==> src/rtl/gate_selftest_seq.sv <==
// gate_selftest_seq
// Purpose : self-test sequencer for the two-input logic-gate block. It walks
//           the operands through 00, 01, 10, 11, holds each vector for
//           HOLD_CYCLES cycles and then compares the seven gate outputs
//           against a fixed truth table.
// Latency : done pulses 4*HOLD_CYCLES edges after start is accepted.
//           Back-to-back runs are separated by one DONE and one IDLE cycle.
// Backpressure: none. start is level-sampled in IDLE only and is ignored in
//           RUN and DONE.
// Ports   : clk/rst_n      clock, async active-low reset
//           start          run request
//           a, b           registered operands driven to the gate block
//           gate_out       gate block results {v,u,t,s,r,q,p}
//           busy, done     run in progress / one-cycle completion pulse
//           pass           last run had zero mismatching bits
//           fail_vec       per-vector mismatch flags
//           fail_bits      sticky OR of mismatching gate_out bit positions
//           err_count      total mismatching bits in the run (0..28)
module gate_selftest_seq #(
    parameter int unsigned HOLD_CYCLES = 4   // legal range 2..255
) (
    input  logic       clk,
    input  logic       rst_n,
    input  logic       start,
    output logic       a,
    output logic       b,
    input  logic [6:0] gate_out,
    output logic       busy,
    output logic       done,
    output logic       pass,
    output logic [3:0] fail_vec,
    output logic [6:0] fail_bits,
    output logic [4:0] err_count
);

    typedef enum logic [1:0] {
        ST_IDLE = 2'd0,
        ST_RUN  = 2'd1,
        ST_DONE = 2'd2
    } state_e;

    // 8 bits covers the largest legal hold counter value (254).
    localparam int unsigned     HC_W    = 8;
    localparam logic [HC_W-1:0] HC_LAST = HC_W'(HOLD_CYCLES - 1);

    state_e          state_q, state_d;
    logic [1:0]      vi_q, vi_d;
    logic [HC_W-1:0] hc_q, hc_d;
    logic            a_q, a_d;
    logic            b_q, b_d;
    logic            pass_q, pass_d;
    logic [3:0]      fail_vec_q, fail_vec_d;
    logic [6:0]      fail_bits_q, fail_bits_d;
    logic [4:0]      err_count_q, err_count_d;

    logic [6:0]      mm;
    logic [4:0]      err_sum;
    logic [1:0]      vi_next;

    // Golden gate outputs for operand pair {a,b} = vi.
    function automatic logic [6:0] expected_out(input logic [1:0] vi);
        logic [6:0] e;
        case (vi)
            2'd0:    e = 7'h59;
            2'd1:    e = 7'h2D;
            2'd2:    e = 7'h2C;
            default: e = 7'h46;
        endcase
        return e;
    endfunction

    function automatic logic [2:0] popcount7(input logic [6:0] x);
        logic [2:0] n;
        n = 3'd0;
        for (int i = 0; i < 7; i++) begin
            n = n + {2'b00, x[i]};
        end
        return n;
    endfunction

    // Mismatch terms are always computed but only committed on compare edges.
    assign mm      = gate_out ^ expected_out(vi_q);
    assign err_sum = err_count_q + {2'b00, popcount7(mm)};
    assign vi_next = vi_q + 2'd1;

    always_comb begin
        state_d     = state_q;
        vi_d        = vi_q;
        hc_d        = hc_q;
        a_d         = a_q;
        b_d         = b_q;
        pass_d      = pass_q;
        fail_vec_d  = fail_vec_q;
        fail_bits_d = fail_bits_q;
        err_count_d = err_count_q;

        case (state_q)
            ST_IDLE: begin
                if (start) begin
                    state_d     = ST_RUN;
                    vi_d        = 2'd0;
                    hc_d        = '0;
                    a_d         = 1'b0;
                    b_d         = 1'b0;
                    pass_d      = 1'b0;
                    fail_vec_d  = 4'd0;
                    fail_bits_d = 7'd0;
                    err_count_d = 5'd0;
                end
            end
            ST_RUN: begin
                if (hc_q == HC_LAST) begin
                    err_count_d = err_sum;
                    fail_bits_d = fail_bits_q | mm;
                    fail_vec_d  = fail_vec_q | ({3'b000, |mm} << vi_q);
                    hc_d        = '0;
                    if (vi_q == 2'd3) begin
                        state_d = ST_DONE;
                        vi_d    = 2'd0;
                        a_d     = 1'b0;
                        b_d     = 1'b0;
                        // Uses the post-compare total so the last vector counts.
                        pass_d  = (err_sum == 5'd0);
                    end else begin
                        // Next vector goes out on the same edge as this compare.
                        vi_d = vi_next;
                        a_d  = vi_next[1];
                        b_d  = vi_next[0];
                    end
                end else begin
                    hc_d = hc_q + 1'b1;
                end
            end
            ST_DONE: begin
                state_d = ST_IDLE;
            end
            default: begin
                state_d = ST_IDLE;
            end
        endcase
    end

    always_ff @(posedge clk or negedge rst_n) begin
        if (!rst_n) begin
            state_q     <= ST_IDLE;
            vi_q        <= 2'd0;
            hc_q        <= '0;
            a_q         <= 1'b0;
            b_q         <= 1'b0;
            pass_q      <= 1'b0;
            fail_vec_q  <= 4'd0;
            fail_bits_q <= 7'd0;
            err_count_q <= 5'd0;
        end else begin
            state_q     <= state_d;
            vi_q        <= vi_d;
            hc_q        <= hc_d;
            a_q         <= a_d;
            b_q         <= b_d;
            pass_q      <= pass_d;
            fail_vec_q  <= fail_vec_d;
            fail_bits_q <= fail_bits_d;
            err_count_q <= err_count_d;
        end
    end

    assign a         = a_q;
    assign b         = b_q;
    assign busy      = (state_q == ST_RUN);
    assign done      = (state_q == ST_DONE);
    assign pass      = pass_q;
    assign fail_vec  = fail_vec_q;
    assign fail_bits = fail_bits_q;
    assign err_count = err_count_q;

endmodule
==> config.mk <==
export PLATFORM = sky130hd
export DESIGN_NAME = gate_selftest_seq
export DESIGN_NICKNAME = d
export VERILOG_FILES = /design/src/rtl/gate_selftest_seq.sv
export SDC_FILE = /design/constraint.sdc
export NUM_CORES = 1
export LEC_CHECK = 0
export BUFFER_PORTS_ARGS = -buffer_cell sky130_fd_sc_hd__buf_2
export CELL_PAD_IN_SITES_DETAIL_PLACEMENT = 0
export CELL_PAD_IN_SITES_GLOBAL_PLACEMENT = 1
export CORE_MARGIN = 8
export CORE_UTILIZATION = 42
export CTS_CLUSTER_DIAMETER = 80
export DETAILED_ROUTE_END_ITERATION = 12
export PLACE_DENSITY = 0.8
export SYNTH_ARGS = -nofsm -noshare
export SYNTH_HDL_FRONTEND = slang
export SYNTH_SLANG_ARGS = --single-unit
==> constraint.sdc <==
create_clock -name clk -period 4.64 [get_ports clk]
set_input_delay 0.464 -clock clk [delete_from_list [all_inputs] [get_ports clk]]
set_output_delay 0.464 -clock clk [all_outputs]
set_load 0.01 [all_outputs]
Word-level counts from Yosys, hierarchy flattened
Index checks and enable logic that the tools add are counted.

$add $sub $neg: 9. Multiply operators: 0. Div/mod/pow operators: 0. $lt $le $gt $ge: 0. Equality and inequality tests: 9. Shift operators: 1. Multiplexer cells: 31. Bitwise logic cells: 3. Reduce and logical (&&, ||, !) cells: 9.

Operators with widths (count): $pmux W7 S3 (1); $mux W8 (2); $pmux W8 S2 (1); $mux W7 (2); $pmux W7 S2 (1); $add A3 B1 Y3 (4); $mux W2 (6); $mux W5 (2); $pmux W5 S2 (1); $add A8 B1 Y8 const B (1); $eq A8 B2 Y1 const B (1); $mux W4 (2); $pmux W2 S2 (2); $pmux W4 S2 (1); $mux W1 (7); $or A7 B7 Y7 (1); $reduce_or A7 Y1 (1); $xor A7 B7 Y7 (1); $eq A2 B2 Y1 const B (3); $pmux W1 S2 (3); $reduce_and A3 Y1 (2); $add A5 B3 Y5 (1); $logic_not A5 Y1 (1); $eq A2 B1 Y1 const B (2); other kinds (11) (13).

Flip-flop bits (word level): 31. Latch bits: 0. Memory bits (writable): 0. Bits in read-only memories: 0. Input port bits: 10. Output and inout bits: 21. Logic and storage cells: 71. Memories kept: 0.

Logic depth before layout (Yosys ltp)
Word-level depth: 14. Depth in mapped cells: 15. Depth with buffers taken out: 15.

Worst setup path after synthesis
OpenSTA, ideal clock, no wires.

Kind: flip-flop to flip-flop. Start: reg, netlist name b. End: reg pass_q, in the netlist pass. Setup time: 95 ps. Data arrival time: 4127 ps. Required time: 4545 ps. Path slack: 418 ps. Stages on the path, launching flop included: 15. Buffers on the path: 0. Clock period less this slack: 4222 ps. Path through: dfrtp_1 > inv_1 > ha_1 > o21a_1 > or2_2 > fa_1 > fa_1 > inv_1 > fa_1 > ha_1 > inv_1 > fa_1 > inv_1 > or4b_1 > o31ai_1.

RTL lines: end signal: assignment (line 160) `pass_q <= pass_d;`; end: declaration (line 51) `logic pass_q, pass_d;`.

==> flow_summary_export.csv <==
group,metric,value,unit
routing,drtIter0Drc,63,
routing,routed_wl,3.96,mm
worst_setup_path,crit_family,"adder cells",
final_layout,layout-drive-gt1-share,21.2,%
cts,cts_resized,0,
final_layout,fill_cells,366,
grt,use_met1,15.8,%
logic_synthesis,muxShareOfSynthArea,0,%
placed_design,portBuffers,30,
cts,cts_hold_buf,0,
grt,grt_usage,13.8,%
logic_synthesis,ys_seq_area_share,42.8,%
logic_synthesis,ys_ff_latch,29,
logic_synthesis,synth_edf_count,0,
logic_synthesis,synthSimpleGateAreaFrac,15.8,%
cts,clk_pin_slew,0.07,ns
grt,first_global_vias,1452,
floorplan,fp.dieW,79.5,um
worst_setup_path,slowest_stage,"fa_1",
final_layout,final_common_cell,"buf_2",
grt,grt_max_degree,30,
cts,clock_sinks,29,
worst_setup_path,crit_fanout,7,
grt,grt_pass1_wl,6.91,mm
routing,first_pass_iters,4,
logic_synthesis,post-synth-top-area-cell,"dfrtp_1",
cts,numCtsBuffers,5,
placed_design,pre_cts_ws,0.308,ns
routing,via_per_inst,5.42,
logic_synthesis,synthXorXnorAreaFrac,6.20,%
timing,maxSlewViolCount,0,
status,status,"finished clean",
timing,worst-slew-pin-transition,0.963,ns
routing,drtAntennaViolNets,0,
floorplan,rows,23,
timing,period_share,94.4,%
logic_synthesis,synth-warning-count,0,
cts,post-cts-setup-buffer-count,0,
grt,met2_usage,22.7,%
timing,timing.fmax,228,MHz
grt,antenna_found_initial,0,
worst_setup_path,cpMostUsedCell,"fa_1",
placed_design,dp_hpwl,3.00,mm
flow_run,drv_cap,0,
final_layout,fin_nets,223,
worst_setup_path,worstReg2RegEnd,"pass",
routing,post-route-drc-count,0,
logic_synthesis,yosysTopAreaCellShare,42.8,%
worst_setup_path,rr_worst_depth,14,
worst_setup_path,crit_chain,"inv_1, ha_1, o21a_1, or2_2, fa_1, fa_1, inv_1, fa_1, ha_1, inv_1, fa_1, xnor2_1, or4b_1, o31ai_1",
timing,setup_ws,0.258,ns
grt,gr-total-overflow,0,
worst_setup_path,r2r_start,"b",
cts,htreeDepth,2,
timing,finalSetupViolCount,0,
worst_setup_path,crit_type,"flop to flop",
logic_synthesis,postSynth.asyncResetShare,100,%
timing,rsz0062_at_grt,"false",
worst_setup_path,startpoint_type,"flop",
placed_design,dp.cells,240,
logic_synthesis,syn_inst,165,
timing,hold_viol_final,0,
worst_hold_path,hp-class,"primary input to async pin",
logic_synthesis,synthFlopType,"dfrtp_1",
logic_synthesis,synth.distinct_cells,38,
final_layout,stdcell_count,248,
cts,clockRootBuffer,"clkbuf_8",
final_layout,area_growth,17.9,%
worst_setup_path,crit_required,4.83,ns
timing,worst_slew_margin_rel,35.3,%
floorplan,initial_core_util,43.0,%
logic_synthesis,yosys.area_share.adder,13.6,%
floorplan,die-area,6320,um^2
floorplan,chipHeight,79.5,um
logic_synthesis,syn_nets,191,
cts,cts_tree,"built",
worst_setup_path,end_kind,"flop",
timing,tns,0,ns
grt,grt_use_met3,4.73,%
floorplan,io_pins,31,
placed_design,gp_congestion,0.883,
worst_setup_path,reg2reg_slack,0.26,ns
logic_synthesis,synth_top_family_by_area,"compound AO/OA/AOI/OAI gates",
logic_synthesis,synthesis.area,1690,um^2
final_layout,layout_common_cells,"buf_2, dfrtp_1, inv_1, ha_1, nor2_1",
logic_synthesis,avgSynthCellArea,10.3,um^2
timing,fin_crit,4.38,ns
final_layout,diodes,0,
floorplan,coreArea,3940,um^2
worst_setup_path,crit_path_max_incr_delay,0.49,ns
logic_synthesis,synth-compound-area-share,16.5,%
worst_setup_path,cp.arrival,4.58,ns
timing,clock_skew,0.00508,ns
grt,grt-busiest-layer,"met2",
logic_synthesis,synth_area_leaders,"dfrtp_1, ha_1, fa_1",
worst_setup_path,critPathBufInv,3,
cts,insertion_delay,0.29,ns
routing,vias,1343,
cts,clock_path_buffers,2,
routing,wire_per_inst,16.0,um
==> sequential cells by signal, summed over array words and instances (netlist names) <==
signal / cells
hc_q: 8
fail_bits: 7
state_q: 2
pass: 1
err_count: 5
b: 1
fail_vec: 4
vi_q: 1
==> how the worst max path moves through the flow <==
stage	startpoint	to	slack (ns)	depth (start not counted)
finish	b	pass	0.26	14
global route	b	pass	0.05	14
CTS	b	pass	0.28	14
detailed placement	b	pass	0.31	14
global placement	b	pass	0.35	14
floorplan	b	pass	0.42	14
==> per-layer routing <==
| layer | part of all wire, % | wire, um |
|---|---|---|
| met2 | 49 | 1960 |
| met4 | 1.6 | 65 |
| met3 | 5.3 | 209 |
| met5 | 0 | 0 |
| met1 | 44 | 1730 |
==> Yosys cell counts (2+ instances only) <==
cell	number
o21a_1	5
a21oi_1	5
ha_1	12
nand3_1	3
clkbuf_1	4
o41ai_1	4
nor2_1	11
nand2b_1	2
dfrtp_1	29
a22o_1	5
nor3_1	8
inv_1	16
o211ai_1	2
or3_1	4
xnor2_1	5
fa_1	4
xor2_1	7
nand2_1	10
a31oi_1	3
nand4_1	2
o21ai_0	7
==> layout make-up <==
cell class | instances | area, um^2 | share of cell area (%)
clock inverters | 1 | 30.0 | 1.50
multi-input cells | 115 | 882 | 44.2
clock buffers | 7 | 86.3 | 4.32
inverters | 16 | 60.1 | 3.01
repair buffers | 30 | 150 | 7.52
well taps | 50 | 62.6 | 3.13
flip-flops and latches | 29 | 726 | 36.3
==> cells by family (layout without fill, tap and decap cells) <==
| family | Yosys count | after routing |
|---|---|---|
| xor+xnor | 12 | 12 |
| fa+ha+maj | 16 | 16 |
| compound gates | 39 | 39 |
| flops | 29 | 29 |
| simple gates | 48 | 48 |
| buf+inv | 21 | 54 |
==> through the flow <==
step | util, % | cell area (um^2) | hold slack [ns]
final | 50.7 | 2000 | 0.197
after CTS | 50.7 | 2000 | 0.227
after detailed placement | 47.7 | 1880 | 0.464
after global placement | 47.7 | 1880 | 0.471
after global routing | 50.7 | 2000 | 0.249
after floorplan | - | 1690 | 0.168
Power is left out: the tool's default activity adds up to more than one toggle a clock period on the data nets, which glitch-free logic cannot reach.
